## config.mk

```make
export PLATFORM = sky130hd
export DESIGN_NAME = decoder_fixed_point_mac_seq
export DESIGN_NICKNAME = d
export VERILOG_FILES = /design/src/rtl/decoder_fixed_point_mac_seq.sv
export SDC_FILE = /design/constraint.sdc
export NUM_CORES = 2
export LEC_CHECK = 0
export ABC_AREA = 1
export BUFFER_PORTS_ARGS = -buffer_cell sky130_fd_sc_hd__buf_2
export CAP_MARGIN = 40
export CORE_MARGIN = 4
export CORE_UTILIZATION = 40
export CTS_BUF_LIST = sky130_fd_sc_hd__clkbuf_8
export CTS_CLUSTER_DIAMETER = 30
export DETAILED_ROUTE_END_ITERATION = 16
export GPL_TIMING_DRIVEN = 0
export HOLD_SLACK_MARGIN = 0.06
export PLACE_DENSITY = 0.6
export SYNTH_ARGS = -nofsm -noshare
export SYNTH_HDL_FRONTEND = slang
export SYNTH_SLANG_ARGS = --single-unit
```

## constraint.sdc

```tcl
create_clock -name clk -period 30.2 [get_ports clk]
set_input_delay 3.02 -clock clk [delete_from_list [all_inputs] [get_ports clk]]
set_output_delay 3.02 -clock clk [all_outputs]
set_load 0.01 [all_outputs]
```

## src/rtl/decoder_fixed_point_mac_seq.sv

```systemverilog
// Time-multiplexed fixed-point decoder layer:
//   out[j] = sat(round(sum_i w[i][j]*z[i]) + b[j]) on a single shared MAC.
// Handshake: a transfer on either side happens on a rising edge where
// valid && ready are both high; valid holds its data until that edge.
// Optional build macro DECODER_RELU_EN clamps negative results to zero.
module decoder_fixed_point_mac_seq #(
  parameter int N_input   = 2,
  parameter int M_output  = 9,
  parameter int BITSIZE   = 16,
  parameter int FRAC_BITS = 11
) (
  input  logic                           clk,
  input  logic                           reset,
  input  logic                           in_valid,
  output logic                           in_ready,
  input  logic [N_input*BITSIZE-1:0]     z,
  input  logic [N_input*M_output*BITSIZE-1:0] w,
  input  logic [M_output*BITSIZE-1:0]    b,
  output logic [M_output*BITSIZE-1:0]    out,
  output logic                           out_valid,
  input  logic                           out_ready,
  output logic                           busy
);

  localparam int IW    = (N_input > 1) ? $clog2(N_input) : 1;
  localparam int JW    = (M_output > 1) ? $clog2(M_output) : 1;
  localparam int ACC_W = 2*BITSIZE + $clog2(N_input) + 1;
  localparam int S_W   = ACC_W + 1;
  localparam logic [IW-1:0]  I_LAST = IW'(N_input - 1);
  localparam logic [JW-1:0]  J_LAST = JW'(M_output - 1);
  localparam logic [S_W-1:0] HALF   =
    {{(S_W-FRAC_BITS){1'b0}}, 1'b1, {(FRAC_BITS-1){1'b0}}};

  typedef enum logic [1:0] {IDLE, MAC, FIN, DONE} state_t;

  state_t                     state;
  logic [IW-1:0]              i_q;
  logic [JW-1:0]              j_q;
  logic signed [ACC_W-1:0]    acc;
  logic signed [BITSIZE-1:0]  z_q   [N_input];
  logic signed [BITSIZE-1:0]  w_q   [N_input][M_output];
  logic signed [BITSIZE-1:0]  b_q   [M_output];
  logic signed [BITSIZE-1:0]  res_q [M_output];

  logic                       accept;
  logic signed [2*BITSIZE-1:0] prod;
  logic [ACC_W-1:0]           prod_ext;
  logic [S_W-1:0]             b_ext;
  logic [S_W-1:0]             s_full;
  logic signed [S_W-1:0]      r_full;
  logic [S_W-BITSIZE:0]       r_hi;
  logic signed [BITSIZE-1:0]  sat_val;
  logic signed [BITSIZE-1:0]  fin_val;

  assign in_ready = (state == IDLE) && !out_valid;
  assign busy     = (state == MAC) || (state == FIN);
  assign accept   = in_valid && in_ready && !reset;

  // Shared multiplier: full-width signed product, sign-extended to the accumulator.
  assign prod     = z_q[i_q] * w_q[i_q][j_q];
  assign prod_ext = {{(ACC_W-2*BITSIZE){prod[2*BITSIZE-1]}}, prod};

  // Bias alignment, round-half-up, shift back to the output format, saturate.
  always_comb begin
    b_ext  = {{(S_W-BITSIZE-FRAC_BITS){b_q[j_q][BITSIZE-1]}}, b_q[j_q],
              {FRAC_BITS{1'b0}}};
    s_full = {acc[ACC_W-1], acc} + b_ext + HALF;
    r_full = $signed(s_full) >>> FRAC_BITS;
    r_hi   = r_full[S_W-1:BITSIZE-1];
    if ((&r_hi) || !(|r_hi)) begin
      sat_val = r_full[BITSIZE-1:0];
    end else if (r_full[S_W-1]) begin
      sat_val = {1'b1, {(BITSIZE-1){1'b0}}};
    end else begin
      sat_val = {1'b0, {(BITSIZE-1){1'b1}}};
    end
`ifdef DECODER_RELU_EN
    fin_val = sat_val[BITSIZE-1] ? '0 : sat_val;
`else
    fin_val = sat_val;
`endif
  end

  // Operand capture on accept so the caller may change inputs right after.
  always_ff @(posedge clk) begin
    if (accept) begin
      for (int i = 0; i < N_input; i++) begin
        z_q[i] <= z[i*BITSIZE +: BITSIZE];
        for (int j = 0; j < M_output; j++) begin
          w_q[i][j] <= w[(j*N_input+i)*BITSIZE +: BITSIZE];
        end
      end
      for (int j = 0; j < M_output; j++) begin
        b_q[j] <= b[j*BITSIZE +: BITSIZE];
      end
    end
  end

  // Control FSM: MAC one term per cycle, FIN finishes one output, DONE publishes.
  always_ff @(posedge clk) begin
    if (reset) begin
      state     <= IDLE;
      i_q       <= '0;
      j_q       <= '0;
      acc       <= '0;
      out       <= '0;
      out_valid <= 1'b0;
    end else begin
      if (out_valid && out_ready) begin
        out_valid <= 1'b0;
      end
      case (state)
        IDLE: begin
          if (accept) begin
            state <= MAC;
            i_q   <= '0;
            j_q   <= '0;
            acc   <= '0;
          end
        end
        MAC: begin
          acc <= acc + prod_ext;
          if (i_q == I_LAST) begin
            state <= FIN;
          end else begin
            i_q <= i_q + 1'b1;
          end
        end
        FIN: begin
          res_q[j_q] <= fin_val;
          acc        <= '0;
          i_q        <= '0;
          if (j_q == J_LAST) begin
            state <= DONE;
          end else begin
            j_q   <= j_q + 1'b1;
            state <= MAC;
          end
        end
        DONE: begin
          for (int j = 0; j < M_output; j++) begin
            out[j*BITSIZE +: BITSIZE] <= res_q[j];
          end
          out_valid <= 1'b1;
          state     <= IDLE;
        end
        default: state <= IDLE;
      endcase
    end
  end

endmodule

```

Word-level counts from Yosys, hierarchy flattened --
Memory sizes are Yosys's and may differ from the RTL's. A register that Yosys moved wholly into a read port is not among the register bits. Index checks and enable logic that the tools add are counted.
Operators by class: add/sub/neg operators 5, $mul 1, order comparisons 1, equality and inequality tests 7, mux-type cells 30, bitwise logic cells 1, reductions and logical operators 18
Operators by type and width (number):
- case mux 34 bit (3 select lines) | 1
- binary-select mux 16 bit (select 4 bit) | 1
- 2-to-1 mux 16 bit | 4
- adder 34 x 27 -> 35 bit | 1
- adder 35 x 11 -> 35 bit (second input constant) | 1
- adder 34 bit | 1
- 2-to-1 mux 34 bit | 1
- multiplier 16 x 16 -> 32 bit | 1
- 2-to-1 mux 4 bit | 4
- 2-to-1 mux 1 bit | 13
- AND reduction 9 bit | 1
- OR reduction 9 bit | 1
- case mux 2 bit (4 select lines) | 1
- case mux 4 bit (2 select lines) | 1
- 2-to-1 mux 2 bit | 3
- != test 2 bit (second input constant) | 3
- greater-or-equal comparator 5 bit (second input constant) | 1
- inverter 4 -> 5 bit | 1
- adder 4 x 1 -> 4 bit (second input constant) | 1
- == test 2 bit (second input constant) | 2
- == test 4 bit (second input constant) | 1
- logical AND 1 bit | 4
- AND reduction 2 bit | 2
- nonzero test 2 bit | 2
- other kinds (8) | 11
Storage, ports and cells: flip-flop bits (word level) 42, memory bits (writable) 608, logic and storage cells 72, memories 4
Memories:
- w_q | words 2, width 144, read ports 1, clocked after memory_dff 1, wr ports 2, RTL line 41 | logic signed [BITSIZE-1:0] w_q [N_input][M_output];
- b_q | words 9, width 16, read ports 1, clocked after memory_dff 1, wr ports 9, RTL line 42 | logic signed [BITSIZE-1:0] b_q [M_output];
- res_q | words 9, width 16, read ports 9, clocked after memory_dff 9, wr ports 1, RTL line 43 | logic signed [BITSIZE-1:0] res_q [M_output];
- z_q | words 2, width 16, read ports 1, clocked after memory_dff 1, wr ports 2, RTL line 40 | logic signed [BITSIZE-1:0] z_q [N_input];

Longest topological paths before layout --
depth in word-level cells 8, mapped depth 45, depth with buffers taken out 43

Worst setup path after synthesis --
OpenSTA, ideal clock, no wires.
kind in2reg, start in in_valid, end reg acc[26], setup time 0.070 ns, data arrival time 24.525 ns, required time 30.130 ns, path slack 5.605 ns, cell stages on the path 9, path buffers 1, cells stage by stage nand2_1 nor2_1 nor2_1 nor2_2 inv_2 nor2_4 buf_2 nand3_1 a21oi_1
On the way: word-level cells in the longest chain between the ends 4
Ends and longest elaborated chain:
- start, declared | RTL line 14 | input logic in_valid,
- logical AND 1 bit (2 in series) | RTL line 57 | assign accept = in_valid && in_ready && !reset;
- net accept | RTL line 45 | logic accept;
- != test 2 bit (no source line)
- AND reduction 2 bit (no source line)
- end signal, assigned | RTL line 122 | acc <= acc + prod_ext;
- end, declared | RTL line 39 | logic signed [ACC_W-1:0] acc;
The timed path passes the listed nets, and every way through them passes these cells. A chain may end at the register's enable or synchronous reset.

Final worst setup path --
start reg j_q[0], end reg acc[29]
On the way: word-level cells in the longest chain between the ends 7
Ends and longest elaborated chain:
- start, declared | RTL line 38 | logic [JW-1:0] j_q;
- start signal, assigned | RTL line 136 | j_q <= j_q + 1'b1;
- inverter 4 -> 5 bit (not written as such) | RTL line 60 | assign prod = z_q[i_q] * w_q[i_q][j_q];
- binary-select mux 16 bit (select 4 bit) | RTL line 60
- 2-to-1 mux 16 bit (not written as such) (2 in series) | RTL line 60
- multiplier 16 x 16 -> 32 bit | RTL line 60
- adder 34 bit | RTL line 122
- case mux 34 bit (3 select lines) | RTL line 112 | case (state)
No other way between the ends. The select of a mux whose other input is x is not followed.

==> impl_metrics.yaml <==
status:
  status: "completed"
clock_tree:
  cts_tree: "yes"
  cts_root_buf: "clkbuf_8"
  clk_pin_slew_ns: 0.06
  clock_latency_ns: 0.86
  cts_inserted_buffers: 170
  holdBufCountCts: 0
  cts_resized: 0
  htreeDepth: 4
  post_cts_buffers: 0
  numClockSinks: 799
  clockBufferDepth: 3
layout:
  final_cells: 6566
  fill_cells: 9848
  drive_gt1_share_pct: 20.1
  fin_util_pct: 49.1
  area_delta_synth_final_pct: 21.6
  final_cell_mix: "659 x nor2_1, 657 x buf_2, 608 x edfxtp_1"
  final_common_cell: "nor2_1"
  nets: 5873
hold_path:
  holdCritPathClass: "reg -> reg"
timing:
  fin_ws_ns: 20.28
  clock_skew_ns: 0.0614
  tightest_slew_ns: 0.900
  max_slew_margin_pct: 40.0
  period_share_pct: 32.9
  hold_viol: 0
  setup_viol: 0
  grt_setup_unrepaired: "false"
  min_period_ns: 9.92
  slew_viol_final: 0
  fmax_mhz: 101
  hold_ws_ns: 0.459
global_route:
  grt_usage_pct: 23.6
  grt_pass1_vias: 33079
  grt_max_degree: 34
  grt_pass1_wl_um: 199000
  antenna_found_initial: 43
  grt_overflow: 0
run:
  drv_cap: 0
routing:
  ant_nets: 0
  drc: 0
  vias: 33230
  drt-pass1-iter-count: 6
  drt_iter0_drc: 2775
  routedWlPerCell_um: 20.5
  vias_per_cell: 5.06
  wl_um: 135000
floorplan:
  core_area_sq_um: 106000
  rows: 119
  initial_utilization_pct: 40.4
  die_h_um: 334
  ios: 615
  dieWidth_um: 334
  die_area_sq_um: 112000
setup_path:
  crit_type: "reg -> reg"
  crit_path_top_delay_cell: "nor4_1"
  cp.required_ns: 30.87
  start_kind: "flip-flop"
  cpPeakStageDelay_ns: 0.65
  critPathArrivalTime_ns: 10.59
  end_kind: "flip-flop"
  cp_max_fo: 11
logic_synthesis:
  synth_area_sq_um: 42600
  syn_area_per_cell_sq_um: 10.2
  synth_nets: 5057
  synth-async-reset-ratio_pct: 0
  ys.flop_type: "edfxtp_1"
  ys_seq_elements: 799
  syn_inst: 4177
  ys_seq_area_share_pct: 51.8
  synth-warning-count: 0
  post_synth_num_cell_types: 55
  synth-edff-count: 608
placed_design:
  place_hpwl_um: 106000
  dp_cells: 6212
  place_ws_ns: 20.25
  portBuffers: 614
  gp_congestion: 0.924
==> area by class of cell <==
class / instances / area [sq um] / share of cell area [%]
Buffer: 161 / 692 / 1.34
Inverter: 542 / 2030 / 3.93
Sequential cell: 799 / 22100 / 42.6
Tap cell: 1391 / 1740 / 3.36
Clock buffer: 180 / 2480 / 4.78
Clock inverter: 136 / 1300 / 2.50
Timing Repair Buffer: 644 / 3560 / 6.86
Multi-Input combinational cell: 2675 / 17900 / 34.4
Antenna cell: 38 / 95.1 / 0.183
==> cells in the mapped netlist (3+ instances only) <==
cell type	count	share of area [%]
nor2_1	660	5.8
edfxtp_1	608	43
nand2_1	588	5.2
inv_1	524	4.6
o21ai_0	370	4.3
fa_1	264	12
dfxtp_1	191	9.0
a21oi_1	179	2.1
ha_1	148	4.3
clkbuf_1	106	0.93
nand3_1	100	1.2
o22ai_1	62	0.91
buf_2	42	0.49
o211ai_1	39	0.69
mux2i_1	32	0.75
nand4_1	26	0.38
xor2_1	26	0.53
or2_2	20	0.29
xnor2_1	20	0.41
nor3_1	18	0.21
a31oi_1	16	0.23
a221o_1	15	0.35
inv_2	11	0.097
o21ai_2	11	0.23
o21ai_1	10	0.12
a21o_1	8	0.14
nand2_2	8	0.12
o21bai_1	8	0.14
clkinv_1	7	0.062
o21a_1	7	0.12
buf_1	6	0.053
nand3b_1	6	0.11
nor2_2	6	0.088
buf_4	4	0.070
o221ai_1	4	0.082
nor3_2	3	0.070
nor4_1	3	0.044
==> critical path, delay by kind of cell (launching register included) <==
kind / cells / cell delay, ns
flip-flops: 1 / 0.44
buffers and inverters: 8 / 1.68
adder cells (fa/ha/maj): 8 / 3.79
AND/OR/NAND/NOR: 13 / 2.62
XOR/XNOR: 1 / 0.16
AO/OA/AOI/OAI: 7 / 1.04
==> sequential cells by signal, indices dropped and copies added, names as in the netlist, 2 cells and up, named ones only <==
| name | cells |
|---|---|
| w_q | 288 |
| b_q | 144 |
| out | 144 |
| res_q | 144 |
| acc | 34 |
| z_q | 32 |
| j_q | 4 |
| state | 2 |
==> per-stage QoR <==
step / cell area [sq um] / TNS (ns)
final: 51800 / 0
after global routing: 51800 / 0
after CTS: 51700 / 0
after detailed placement: 48000 / 0
after global placement: 47400 / -1037.22
after floorplan: 42600 / 0
==> logic make-up after synthesis <==
logic type / share of synthesized area (%)
AOI/OAI and AO/OA: 9.72
xor gates and xnor gates: 0.984
DFF: 51.8
buffers and inverters: 6.40
adders and majority gates: 16.8
muxes: 0.752
and+or+nand+nor: 13.6
==> worst paths after layout <==
path | start | endpoint | slack (ns) | cells past startpoint
worst max-delay path | j_q[0]$_SDFFE_PP0P_ | acc[29]$_SDFFE_PP0P_ | 20.28 | 37
worst min-delay path | res_q[8][3]$_DFFE_PP_ | out[131]$_SDFFE_PP0P_ | 0.46 | 2
worst max register to register | j_q[0]$_SDFFE_PP0P_ | acc[29]$_SDFFE_PP0P_ | 20.28 | 37
worst min register to register | res_q[8][3]$_DFFE_PP_ | out[131]$_SDFFE_PP0P_ | 0.46 | 2
==> metal layers <==
layer	track usage [%]	vias to the layer above	wire length, um
met3	4.39	204	9390
met4	9.76	4	4110
met5	0	-	21
met2	39.8	1292	66200
met1	30.2	16082	54900
li1	-	15648	-
Power is left out: the tool's default activity adds up to more than one toggle a clock period on the data nets, which glitch-free logic cannot reach.
